$ cat config.mk
export PLATFORM = sky130hd
export DESIGN_NAME = sr_bank_driver
export DESIGN_NICKNAME = d
export VERILOG_FILES = /design/src/rtl/sr_bank_driver.sv
export SDC_FILE = /design/constraint.sdc
export NUM_CORES = 1
export LEC_CHECK = 0
export ABC_CLOCK_PERIOD_IN_PS = 3600
export CORE_MARGIN = 3
export CORE_UTILIZATION = 28
export CTS_CLUSTER_DIAMETER = 100
export DETAILED_ROUTE_END_ITERATION = 8
export GPL_TIMING_DRIVEN = 0
export SLEW_MARGIN = 20
export SYNTH_ARGS = -nofsm -noshare
export SYNTH_HDL_FRONTEND = slang
export SYNTH_SLANG_ARGS = --single-unit
$ cat constraint.sdc
create_clock -name clock -period 3.6 [get_ports clock]
set_clock_uncertainty 0.2 [all_clocks]
set_input_delay 0.9 -clock clock [delete_from_list [all_inputs] [get_ports clock]]
set_output_delay 0.9 -clock clock [all_outputs]
set_load 0.01 [all_outputs]
$ cat src/rtl/sr_bank_driver.sv
// Command-side driver for a bank of clocked SR flip-flops: pulses S/R only on
// bits that differ from Q feedback, then waits for the bank to match or time out.
module sr_bank_driver #(
   parameter int unsigned WIDTH   = 4,
   parameter int unsigned TIMEOUT = 3
) (
   input  logic             clock,
   input  logic             reset,
   input  logic             req_valid,
   output logic             req_ready,
   input  logic [WIDTH-1:0] req_data,
   output logic [WIDTH-1:0] S,
   output logic [WIDTH-1:0] R,
   input  logic [WIDTH-1:0] Q_fb,
   output logic             busy,
   output logic             done,
   output logic             error
);

   localparam int unsigned CNT_W = $clog2(TIMEOUT + 1);

   typedef enum logic [1:0] {
      ST_IDLE  = 2'd0,
      ST_DRIVE = 2'd1,
      ST_WAIT  = 2'd2
   } state_t;

   state_t             state_q, state_d;
   logic [CNT_W-1:0]   cnt_q, cnt_d;
   logic [WIDTH-1:0]   target_q, target_d;
   logic [WIDTH-1:0]   s_d, r_d;
   logic               done_d, error_d;
   logic               ready_d, busy_d;

   logic               accept;
   logic               req_same;
   logic               match;
   logic               expired;

   assign accept   = req_valid && (state_q == ST_IDLE);
   assign req_same = (req_data == Q_fb);
   assign match    = (Q_fb == target_q);
   assign expired  = (cnt_q == CNT_W'(TIMEOUT - 1));

   // State register
   always_ff @(posedge clock or posedge reset) begin
      if (reset) begin
         state_q <= ST_IDLE;
      end else begin
         state_q <= state_d;
      end
   end

   // Next-state logic
   always_comb begin
      state_d = state_q;
      case (state_q)
         ST_IDLE: begin
            if (accept && !req_same) begin
               state_d = ST_DRIVE;
            end
         end
         ST_DRIVE: begin
            state_d = ST_WAIT;
         end
         ST_WAIT: begin
            if (match || expired) begin
               state_d = ST_IDLE;
            end
         end
         default: begin
            state_d = ST_IDLE;
         end
      endcase
   end

   // Output and datapath next values; S and R are disjoint by construction
   always_comb begin
      s_d      = '0;
      r_d      = '0;
      done_d   = 1'b0;
      error_d  = 1'b0;
      cnt_d    = cnt_q;
      target_d = target_q;
      ready_d  = (state_d == ST_IDLE);
      busy_d   = (state_d != ST_IDLE);
      case (state_q)
         ST_IDLE: begin
            if (accept) begin
               target_d = req_data;
               if (req_same) begin
                  done_d = 1'b1;
               end else begin
                  s_d = req_data & ~Q_fb;
                  r_d = ~req_data & Q_fb;
               end
            end
         end
         ST_DRIVE: begin
            cnt_d = '0;
         end
         ST_WAIT: begin
            if (match) begin
               done_d = 1'b1;
            end else if (expired) begin
               error_d = 1'b1;
            end else begin
               cnt_d = cnt_q + CNT_W'(1);
            end
         end
         default: begin
            cnt_d = '0;
         end
      endcase
   end

   // Registered outputs and datapath
   always_ff @(posedge clock or posedge reset) begin
      if (reset) begin
         S         <= '0;
         R         <= '0;
         done      <= 1'b0;
         error     <= 1'b0;
         busy      <= 1'b0;
         req_ready <= 1'b1;
         cnt_q     <= '0;
         target_q  <= '0;
      end else begin
         S         <= s_d;
         R         <= r_d;
         done      <= done_d;
         error     <= error_d;
         busy      <= busy_d;
         req_ready <= ready_d;
         cnt_q     <= cnt_d;
         target_q  <= target_d;
      end
   end

endmodule

==> flow_summary.json, run 1 <==
{
  "cap_violations": 0,
  "gr-total-overflow": 0,
  "worst_setup_path_end_kind": "flop",
  "detail_route.wirelength_um": 1490,
  "synth_sequential_area_ratio": 0.545,
  "clock-sinks": 20,
  "fmax_mhz": 381,
  "grt_pass1_wl_um": 2540,
  "critical_path_rt_ns": 3.58,
  "worstSetupPathType": "input port to flop",
  "synth_area_um2": 921,
  "timing.max_slew.rel_slack": 0.529,
  "tns_ns": 0,
  "final-setup-viol-count": 0,
  "start_util": 0.297,
  "hold_path.class": "flop to flop",
  "layout.cells.non_filler": 146,
  "first_global_vias": 571,
  "yosysWarningCount": 0,
  "finalHoldViolCount": 0,
  "vdd.ir_drop.worst_uv": 127,
  "power.static_leakage_nw": 0.585,
  "rows": 20,
  "number_of_primary_i_o_pins": 23,
  "regToRegStartpoint": "state_q[0]",
  "antennaDiodeCount": 0,
  "worst_margin_pin_slew_ns": 0.706,
  "final_max_slew_viol_count": 0,
  "crit_path_top_delay_cell": "o41a_1",
  "final.hold.worst_slack_ns": 0.335,
  "drcViolationCount": 0,
  "hold_start": "target_q[2]",
  "timing.critical_path.from_type": "input port",
  "clock_tree.buffer_depth": 2,
  "dp_cells": 142,
  "worstPathCellList": "clkdlybuf4s50_1, xor2_1, o41a_1, nor2b_4, or3_1",
  "netlist.area_leader.share": 0.516,
  "final_layout_size_suffix_gt1_frac": 0.127,
  "detailedRoute.firstIterationViolations": 10,
  "dieArea_um2": 4010,
  "post-route-period-util": 0.728,
  "grt_max_degree": 21,
  "cp_slowest_stage_delay_ns": 0.50,
  "route.antenna.remaining_nets": 0,
  "netlist-cell-type-count": 24,
  "overall_power_after_layout_mw": 0.707,
  "power.density_cell_area_nw_per_um2": 573,
  "detail_route.first_pass.iterations": 3,
  "gpl.final_weighted_congestion": 0.821,
  "worst_path_clk_slew_ns": 0.10,
  "flow.area_growth_from_synthesis_pct": 33.8,
  "rsz0062_at_grt": "no",
  "critPathMaxFanout": 4,
  "drt-wirelength-per-cell_um": 10.2,
  "design.final.nets": 123,
  "cp.arrival_ns": 2.60,
  "outcome": "complete, no violations",
  "postSynthNetCount": 96,
  "number_of_buffers_added_by_the_clock_tree_synthesis_step": 3,
  "fp.coreArea_um2": 3100,
  "clock_insertion_delay_worst_skew_ns": 0.29,
  "syn_avg_cell_area_um2": 12.1,
  "port_buffers": 22,
  "dr_total_vias": 562,
  "cts.hold.buffers_added": 0,
  "grt_use_total": 0.0827,
  "h-tree-depth": 1,
  "yosys.area.top_type": "dfrtp_1",
  "total_of_cells_resized_after_clock_tree_synthesis": 0,
  "cts-root-buf": "clkbuf_4",
  "synth.ff_latch_count": 20,
  "reg2reg_slack_ns": 1.62,
  "grt_antenna_before_repair": 0,
  "clock_tree_from_tritoncts": "done",
  "die_w_um": 63.4,
  "startpoint": "Q_fb[0]",
  "synth_top_cells_by_area": "dfrtp_1 (52%), ha_1 (12%), and2_1 (5.4%), mux2_2 (4.9%), inv_1 (4.1%)",
  "avgViaCountPerCell": 3.85,
  "timing.final.crit_period_ns": 2.62,
  "postCtsSetupBuffers": 0,
  "die_height_um": 63.4,
  "post-dp-hpwl_um": 1190,
  "syn-instance-count": 76
}
## critical path: cells and delay by family
family / cells / cell delay [ns]
buf+inv: 1 / 0.47
simple gates: 2 / 0.53
compound gates: 1 / 0.50
xor+xnor: 1 / 0.21
## registers in the layout, summed over array words and instances, names as in the netlist
signal,count
R,4
S,4
busy,1
cnt_q,2
done,1
error,1
req_ready,1
state_q,2
target_q,4
## path summary, 6_finish.rpt
check                                    to  cells past startpoint
worst max register to register  target_q[1]                      3
worst min register to register  target_q[2]                      1
worst max-delay path                   busy                      5
max in group asynchronous       target_q[2]                      2
worst min-delay path            target_q[2]                      1
min in group asynchronous              R[3]                      2
## power breakdown
part	internal, mW	leakage, nW	switching (mW)
logic	0.141	0.307	0.106
clock network	0.0616	0.0210	0.0652
registers	0.293	0.257	0.0397
total	0.496	0.585	0.211
## per-stage QoR
step,setup WS (ns),area [um^2],utilization
after global placement,0.657,1200,0.385
after floorplan,1.26,921,-
final,0.978,1230,0.397
after global routing,0.951,1230,0.397
after CTS,0.988,1230,0.397
after detailed placement,0.668,1200,0.385
## cells by family (layout without fill, tap and decap cells)
family | count (synthesis) | after routing | synth area share
xor gates and xnor gates | 5 | 5 | 0.0476
adders and majority gates | 9 | 9 | 0.122
and+or+nand+nor | 24 | 24 | 0.166
muxes | 4 | 4 | 0.0489
DFF | 20 | 20 | 0.545
buffers and inverters | 11 | 37 | 0.0448
AOI/OAI and AO/OA | 3 | 3 | 0.0258
## synthesized netlist by cell type, drive strengths merged
library cell,number
dfrtp,19
xnor2,1
clkbuf,1
nor3b,2
ha,9
o41a,1
xor2,4
a21oi,1
mux2,4
or2,1
a211oi,1
and2b,2
nor4,1
and2,9
nor2,3
inv,10
nand4,1
nand2,1
nor3,2
or3,1
nor2b,1
dfstp,1
## cells in the final DEF, fill, tap and decap left out
cell type        instances
and2_2                   1
nor2b_4                  1
ha_1                     9
mux2_2                   4
nand2_1                  1
and2b_2                  1
a21oi_1                  1
and2b_1                  1
o41a_1                   1
xor2_1                   4
or3_1                    1
clkdlybuf4s50_1         22
clkbuf_4                 3
inv_1                   10
and2_1                   8
xnor2_1                  1
nor2_1                   3
nor4_1                   1
nor3b_1                  2
clkbuf_8                 1
nor3_1                   2
dfstp_2                  1
a211oi_1                 1
clkbuf_1                 1
dfrtp_1                 19
nand4_1                  1
or2_2                    1
## metal layers
layer	GRT usage	routed length [um]	part of all wire
met3	0.0178	44	0.030
met5	0	0	0
met1	0.0912	671	0.45
met2	0.137	742	0.50
met4	0.0647	30	0.020
## final cells by class
| type | instances | area, um^2 |
|---|---|---|
| tap | 44 | 55.1 |
| fill | 330 | 1870 |
| buffer | 1 | 3.75 |
| clock buffer | 4 | 36.3 |
| multi-input combinational | 45 | 378 |
| sequential | 20 | 502 |
| timing repair buffer | 22 | 220 |
| inverter | 10 | 37.5 |
(Power assumes the default switching activity.)
==> run 2, diff against run 1 <==
--- a/config.mk
+++ b/config.mk
@@ -5,7 +5,7 @@
 export SDC_FILE = /design/constraint.sdc
 export NUM_CORES = 1
 export LEC_CHECK = 0
-export ABC_CLOCK_PERIOD_IN_PS = 3600
+export ABC_CLOCK_PERIOD_IN_PS = 2400
 export CORE_MARGIN = 3
 export CORE_UTILIZATION = 28
 export CTS_CLUSTER_DIAMETER = 100
==> constraint.sdc (replaced) <==
create_clock -name clock -period 2.4 [get_ports clock]
set_clock_uncertainty 0.2 [all_clocks]
set_input_delay 0.6 -clock clock [delete_from_list [all_inputs] [get_ports clock]]
set_output_delay 0.6 -clock clock [all_outputs]
set_load 0.01 [all_outputs]
==> results of run 2 <==
The final DEF is identical to that of run 1. Status: complete, no violations.
Main changes from that run: setup slack after placement 0.668 ns -> -0.232 ns; setup slack after layout 0.978 ns -> 0.0776 ns; register-to-register setup slack 1.62 ns -> 0.42 ns; total power 0.707 mW -> 1.06 mW; worst IR drop on VDD 127 uV -> 190 uV
